## src/rtl/score_lane_renderer.sv

```systemverilog
// Scrolling note-lane painter: once per repaint period, walks the score from
// the playing note and issues clipped rectangle fills to the graphics processor.
module score_lane_renderer #(
  parameter int          ADDR_W        = 8,
  parameter int          LEN_W         = 16,
  parameter int          X_START       = 351,
  parameter int          X_END         = 639,
  parameter int          Y_END         = 479,
  parameter int          LEN_SHIFT     = 2,
  parameter int          ROW_BASE      = 150,
  parameter int          ROW_PITCH     = 84,
  parameter int          BAR_H         = 15,
  parameter int          REPAINT_TICKS = 1000000,
  parameter logic [11:0] BG_COLOR      = 12'hFFF
) (
  input  logic              clk,
  input  logic              rst_n,
  input  logic              start,
  input  logic              pause,
  input  logic [ADDR_W-1:0] note_pointer,
  input  logic [LEN_W-1:0]  cur_note_length,
  output logic [ADDR_W-1:0] score_addr,
  input  logic [LEN_W+7:0]  score_data,
  output logic [3:0]        cur_note,
  output logic [3:0]        cur_octave,
  input  logic [11:0]       bar_color,
  output logic              gp_en,
  output logic              gp_opcode,
  output logic [9:0]        gp_tl_x,
  output logic [8:0]        gp_tl_y,
  output logic [9:0]        gp_br_x,
  output logic [8:0]        gp_br_y,
  output logic [11:0]       gp_arg,
  input  logic              gp_finish,
  output logic              busy,
  output logic              frame_done
);

  localparam int SUM_W = ((LEN_W > 11) ? LEN_W : 11) + 1;
  localparam int TMR_W = (REPAINT_TICKS > 2) ? $clog2(REPAINT_TICKS) : 1;
  localparam logic [TMR_W-1:0] TMR_LAST  = TMR_W'(REPAINT_TICKS - 1);
  localparam logic [10:0]      X_START_W = 11'(X_START);
  localparam logic [10:0]      X_END_W   = 11'(X_END);
  localparam logic [SUM_W-1:0] X_END_S   = SUM_W'(X_END);
  localparam logic [8:0]       Y_END_W   = 9'(Y_END);
  localparam logic [8:0]       BAR_SPAN  = 9'(BAR_H - 1);

  typedef enum logic [3:0] {
    S_IDLE, S_WAIT_TICK, S_FETCH, S_PLAN, S_CLR_TOP,
    S_CLR_BOT, S_DRAW, S_NEXT, S_TAIL, S_DONE
  } state_t;

  state_t            state, next_state;
  logic [TMR_W-1:0]  timer;
  logic [ADDR_W-1:0] ptr;
  logic [LEN_W-1:0]  rem_len;
  logic [10:0]       x;
  logic              first;
  logic [9:0]        br_x_r;
  logic [1:0]        row_r;
  logic              rest_r;
  logic [11:0]       color_r;
  logic              issued;
  logic              issue, retire, tick;

  logic [LEN_W-1:0]  score_len, plan_len, plan_w;
  logic [SUM_W-1:0]  plan_sum;
  logic [9:0]        plan_brx;
  logic [1:0]        plan_row;
  logic              plan_rest, plan_end;
  logic [11:0]       plan_color;

  state_t            op_st;
  logic [9:0]        sel_brx;
  logic [1:0]        sel_row;
  logic              sel_rest;
  logic [11:0]       sel_color;
  logic [8:0]        sel_top, sel_bot;
  logic [8:0]        op_tl_y, op_br_y;
  logic [9:0]        op_br_x;
  logic [11:0]       op_arg;
  logic [10:0]       x_after;

  function automatic logic [8:0] row_top(input logic [1:0] r);
    return 9'(ROW_BASE + ROW_PITCH * int'(r));
  endfunction

  assign cur_note   = score_data[7:4];
  assign cur_octave = score_data[3:0];
  assign score_len  = score_data[LEN_W+7:8];
  assign gp_opcode  = 1'b0;
  assign busy       = (state != S_IDLE) && (state != S_WAIT_TICK);
  assign x_after    = {1'b0, br_x_r} + 11'd1;

  // Per-note planning: effective length, clipped right edge, row and colour
  always_comb begin
    plan_len  = first ? rem_len : score_len;
    plan_end  = (score_len == '0) && !first;
    plan_w    = plan_len >> LEN_SHIFT;
    plan_sum  = SUM_W'(x) + SUM_W'(plan_w) - SUM_W'(1);
    // A zero-width note leaves x untouched once NEXT adds one back
    if (plan_w == '0)
      plan_brx = 10'(x - 11'd1);
    else if (plan_sum > X_END_S)
      plan_brx = X_END_W[9:0];
    else
      plan_brx = plan_sum[9:0];
    plan_row  = 2'd0;
    plan_rest = 1'b0;
    case (cur_note)
      4'd1, 4'd3, 4'd5, 4'd6: plan_row = 2'd0;
      4'd2, 4'd4, 4'd7:       plan_row = 2'd1;
      4'd8, 4'd10, 4'd12:     plan_row = 2'd2;
      4'd9, 4'd11:            plan_row = 2'd3;
      default:                plan_rest = 1'b1;
    endcase
    plan_color = plan_rest ? BG_COLOR : bar_color;
  end

  // State register
  always_ff @(posedge clk or negedge rst_n) begin
    if (!rst_n) state <= S_IDLE;
    else        state <= next_state;
  end

  // Next-state and command issue/retire decisions
  always_comb begin
    next_state = state;
    issue      = 1'b0;
    retire     = 1'b0;
    tick       = 1'b0;
    case (state)
      S_IDLE:      if (start) next_state = S_WAIT_TICK;
      S_WAIT_TICK: if (!pause && timer == TMR_LAST) begin
                     tick       = 1'b1;
                     next_state = S_FETCH;
                   end
      S_FETCH:     next_state = S_PLAN;
      S_PLAN: begin
        if (plan_end)          next_state = S_TAIL;
        else if (plan_w == '0) next_state = S_NEXT;
        else if (plan_rest)    next_state = S_DRAW;
        else                   next_state = S_CLR_TOP;
        // The first command launches straight out of PLAN when the GP is idle
        if (next_state != S_NEXT && !gp_finish &&
            !(next_state == S_TAIL && x > X_END_W))
          issue = 1'b1;
      end
      S_CLR_TOP, S_CLR_BOT, S_DRAW, S_TAIL: begin
        if (!issued) begin
          if (state == S_TAIL && x > X_END_W) next_state = S_DONE;
          else if (!gp_finish)                issue = 1'b1;
        end else if (gp_finish) begin
          retire = 1'b1;
          case (state)
            S_CLR_TOP: next_state = S_CLR_BOT;
            S_CLR_BOT: next_state = S_DRAW;
            S_DRAW:    next_state = S_NEXT;
            default:   next_state = S_DONE;
          endcase
        end
      end
      S_NEXT:  next_state = (x_after > X_END_W) ? S_DONE : S_FETCH;
      S_DONE:  next_state = S_WAIT_TICK;
      default: next_state = S_IDLE;
    endcase
  end

  // Command geometry for the op being launched (PLAN uses its live results)
  always_comb begin
    op_st     = (state == S_PLAN) ? next_state : state;
    sel_brx   = (state == S_PLAN) ? plan_brx   : br_x_r;
    sel_row   = (state == S_PLAN) ? plan_row   : row_r;
    sel_rest  = (state == S_PLAN) ? plan_rest  : rest_r;
    sel_color = (state == S_PLAN) ? plan_color : color_r;
    sel_top   = row_top(sel_row);
    sel_bot   = sel_top + BAR_SPAN;
    op_tl_y   = '0;
    op_br_y   = Y_END_W;
    op_br_x   = sel_brx;
    op_arg    = BG_COLOR;
    case (op_st)
      S_CLR_TOP: op_br_y = sel_top - 9'd1;
      S_CLR_BOT: op_tl_y = sel_bot + 9'd1;
      S_DRAW: begin
        if (!sel_rest) begin
          op_tl_y = sel_top;
          op_br_y = sel_bot;
        end
        op_arg = sel_color;
      end
      S_TAIL:  op_br_x = X_END_W[9:0];
      default: ;
    endcase
  end

  // Timer, score walk, captured note data and GP command registers
  always_ff @(posedge clk or negedge rst_n) begin
    if (!rst_n) begin
      timer      <= '0;
      ptr        <= '0;
      score_addr <= '0;
      rem_len    <= '0;
      x          <= '0;
      first      <= 1'b0;
      br_x_r     <= '0;
      row_r      <= '0;
      rest_r     <= 1'b0;
      color_r    <= '0;
      issued     <= 1'b0;
      gp_en      <= 1'b0;
      gp_tl_x    <= '0;
      gp_tl_y    <= '0;
      gp_br_x    <= '0;
      gp_br_y    <= '0;
      gp_arg     <= '0;
      frame_done <= 1'b0;
    end else begin
      frame_done <= (next_state == S_DONE);
      case (state)
        S_WAIT_TICK: begin
          if (tick) begin
            timer      <= '0;
            ptr        <= note_pointer;
            score_addr <= note_pointer;
            rem_len    <= cur_note_length;
            x          <= X_START_W;
            first      <= 1'b1;
          end else if (!pause) begin
            timer <= timer + 1'b1;
          end
        end
        S_PLAN: begin
          br_x_r  <= plan_brx;
          row_r   <= plan_row;
          rest_r  <= plan_rest;
          color_r <= plan_color;
        end
        S_NEXT: begin
          x          <= x_after;
          ptr        <= ptr + 1'b1;
          score_addr <= ptr + 1'b1;
          first      <= 1'b0;
        end
        default: ;
      endcase
      if (issue) begin
        gp_en   <= 1'b1;
        issued  <= 1'b1;
        gp_tl_x <= x[9:0];
        gp_tl_y <= op_tl_y;
        gp_br_x <= op_br_x;
        gp_br_y <= op_br_y;
        gp_arg  <= op_arg;
      end else if (retire) begin
        gp_en  <= 1'b0;
        issued <= 1'b0;
      end
    end
  end

endmodule

```

## config.mk

```make
export PLATFORM = sky130hd
export DESIGN_NAME = score_lane_renderer
export DESIGN_NICKNAME = d
export VERILOG_FILES = /design/src/rtl/score_lane_renderer.sv
export SDC_FILE = /design/constraint.sdc
export NUM_CORES = 1
export LEC_CHECK = 0
export ABC_AREA = 1
export ABC_CLOCK_PERIOD_IN_PS = 5200
export BUFFER_PORTS_ARGS = -buffer_cell sky130_fd_sc_hd__clkbuf_2
export CORE_UTILIZATION = 50
export DETAILED_ROUTE_END_ITERATION = 10
export PLACE_DENSITY = 0.72
export SYNTH_ARGS = -nofsm -noshare
export SYNTH_HDL_FRONTEND = slang
export SYNTH_SLANG_ARGS = --single-unit
```

## constraint.sdc

```tcl
create_clock -name clk -period 5.2 [get_ports clk]
set_input_delay 0.26 -clock clk [delete_from_list [all_inputs] [get_ports clk]]
set_output_delay 0.26 -clock clk [all_outputs]
set_load 0.01 [all_outputs]
```

==> qor.csv <==
stage,metric,value,unit
outcome,outcome,"complete, no violations",
clock_tree,cts_setup_buffers,0,
logic_synthesis,yosysWarnings,0,
logic_synthesis,synth-seq-area-share,40.9,%
floorplan,num_rows,46,
power,pwr_density_cell,252,nW/µm²
logic_synthesis,synth_ff_type,dfrtp_1,
floorplan,dieArea,17100,µm²
route,drt_pass1_iterations,5,
logic_synthesis,syn_inst,1124,
logic_synthesis,synth_area,8270,µm²
clock_tree,clk_latency,0.43,ns
global_route,grt_antenna_before_repair,0,
timing,setup_violations,0,
global_route,grt_pass1_vias,6945,
route,dr_total_vias,7486,
logic_synthesis,synthArstFlopShare,100,%
placement,dpl.hpwl,14900,µm
global_route,grt_usage,24.7,%
floorplan,die_w,131,µm
layout,area_growth,15.1,%
route,drc,0,
floorplan,die_y,131,µm
timing,maxSlewHeadroom,33.2,%
run,maxCapViolCount,0,
global_route,grt_overflow_total,0,
logic_synthesis,ys_types,47,
power,max-vdd-ir-drop,0.230,mV
layout,diodes,0,
setup_path,path_common_cell,nand2_1,
timing,max_freq,262,MHz
timing,skew,0.00852,ns
logic_synthesis,synth_largest_area_cell,dfrtp_1,
setup_path,cp.required,5.53,ns
layout,final_cell_mix,"317 x nand2_1, 154 x inv_1, 135 x dfrtp_1",
route,routed_via_density,5.11,
setup_path,cp_cell_sequence,o21ai_1 > ha_1 > inv_1 > ha_1 > fa_1 > nand2_1 > nand3_1 > and2_1 > nand2_1 > nand2_1 > nand2_1 > nand2_1 > nand2_1 > nand2_1 > nor2_2 > nand3_1 > nand2_1 > nand3_1 > nand2_1 > inv_1,
logic_synthesis,synth_top_cells_by_area,"dfrtp_1 41%, nand2_1 14%, inv_1 7.0%",
hold_path,hp-class,primary input to flop,
placement,numPortBuffers,123,
timing,slew_violations,0,
timing,tightest_slew,0.998,ns
clock_tree,clockBufferDepth,2,
setup_path,critical_path_class,flop to flop,
clock_tree,clk_pin_slew,0.06,ns
timing,fin_crit_sh,73.3,%
global_route,grt_first_pass_wirelength,32700,µm
timing,setup_tns,0,ns
timing,hold_viol,0,
timing,fin_crit,3.81,ns
route,wl_per_cell,13.8,µm
clock_tree,cts_made_buffers,17,
clock_tree,cts_sinks,135,
power,total_power,2.40,mW
logic_synthesis,synth_top_area_share,40.9,%
setup_path,rrSetupSlack,1.39,ns
power,power.leakage,5.06,nW
logic_synthesis,synthesis.nets,1227,
clock_tree,ctsResizeCount,0,
layout,final_common_cell,nand2_1,
setup_path,cp_slowest_stage_delay,0.82,ns
layout,drive_above_1_share,16.7,%
setup_path,arrival,4.14,ns
route,first_iter_violations,534,
setup_path,crit_path_max_fanout,29,
logic_synthesis,avgSynthCellArea,7.35,µm²
route,final_antenna_net_count,0,
route,wl,20200,µm
timing,rsz0062_at_grt,no,
floorplan,io_pins,135,
logic_synthesis,yosys_register_bits,135,
floorplan,design.core.area,16000,µm²
global_route,grt_max_degree,86,
clock_tree,cts_hold_buf,1,
setup_path,critPathSlowestCell,dfrtp_1,
layout,fin_nets,1338,
clock_tree,cts_tree,yes,
logic_synthesis,synth-edff-count,0,
clock_tree,root_buffer,clkbuf_16,
setup_path,end_kind,flop,
layout,nFillCells,1498,
placement,gp_congestion,0.889,
setup_path,start_kind,flop,
clock_tree,htree_levels,4,
floorplan,initial_core_util,51.7,%
[synth_stat cells (2+ instances only)]
cell,number
nand3b_1,5
nand4_1,19
buf_6,4
a311oi_1,2
nand3_1,77
inv_1,154
or2_0,2
clkbuf_1,12
nor3_2,2
xnor2_1,7
or2_2,8
o21ai_1,16
nand3_2,3
a21boi_0,2
nor3_1,18
a221oi_1,3
dfrtp_1,135
o21ai_0,58
a31oi_1,2
nor2_1,101
xor2_1,17
inv_2,10
a21oi_2,10
buf_4,16
ha_1,37
o22ai_1,5
a22oi_1,5
a21oi_1,34
nor2_2,13
buf_2,5
nand2_1,317
clkinv_1,3
o211ai_1,6
nor4_1,3
[registers in the layout, indices dropped and copies added (netlist names)]
| signal | flops |
|---|---|
| rest_r | 1 |
| state | 4 |
| gp_br_y | 9 |
| gp_arg | 12 |
| gp_en | 1 |
| gp_tl_x | 10 |
| color_r | 12 |
| frame_done | 1 |
| gp_tl_y | 9 |
| br_x_r | 10 |
| rem_len | 14 |
| ptr | 8 |
| first | 1 |
| timer | 20 |
| x | 11 |
| gp_br_x | 10 |
| row_r | 2 |
[metal layers]
metal	vias up	wire length (µm)	GRT usage (%)
li1	3794	-	-
met1	3468	9280	33.3
met5	-	0	0
met2	192	9720	39.8
met3	32	789	4.07
met4	0	396	9.60
[logic make-up after synthesis]
logic type / count (synthesis) / share of synthesized area [%]
other: 1 / 0.0454
buffers and inverters: 204 / 10.4
xor gates and xnor gates: 24 / 2.54
and+or+nand+nor: 575 / 30.0
adders and majority gates: 38 / 5.84
DFF: 135 / 40.9
AOI/OAI and AO/OA: 147 / 10.2
[layout make-up]
class,count,area [µm²],share of cell area [%]
clock inverters,11,90.1,0.947
clock buffers,21,450,4.74
repair buffers,129,669,7.04
flip-flops and latches,135,3380,35.5
well taps,216,270,2.84
multi-input cells,785,4030,42.3
inverters,167,627,6.59
[stage by stage]
step / hold WS (ns) / cell area [µm²] / cells / util, % / worst slack (ns)
final: 0.0262 / 9510 / 1464 / 59.4 / 1.39
after global routing: 0.0329 / 9510 / 1464 / 59.4 / 0.955
after global placement: 0.375 / 8960 / 1431 / 56.0 / 1.49
after CTS: 0.0255 / 9510 / 1464 / 59.4 / 1.45
after detailed placement: 0.381 / 8960 / 1431 / 56.0 / 1.45
after floorplan: -0.0356 / 8270 / 1124 / - / 2.27
[path summary, 6_finish.rpt]
path / from / endpoint / depth (start not counted)
max reg2reg: first / gp_br_x[0] / 20
min: cur_note_length[10] / rem_len[10] / 3
min reg2reg: color_r[5] / color_r[5] / 2
max: first / gp_br_x[0] / 20
min in group asynchronous: rst_n / gp_br_x[4] / 2
max in group asynchronous: rst_n / rem_len[5] / 3
[worst max-delay path, delay by kind of cell (launching register included)]
| family | cells | cell delay, ns |
|---|---|---|
| flops | 1 | 0.82 |
| simple gates | 14 | 1.49 |
| compound gates | 1 | 0.33 |
| buf+inv | 2 | 0.08 |
| fa+ha+maj | 3 | 0.99 |
[power by group]
group / switching (mW) / internal (mW)
logic: 0.0968 / 0.0650
clock network: 0.487 / 0.630
registers: 0.0287 / 1.09
Power figures use the tool's default switching activity.
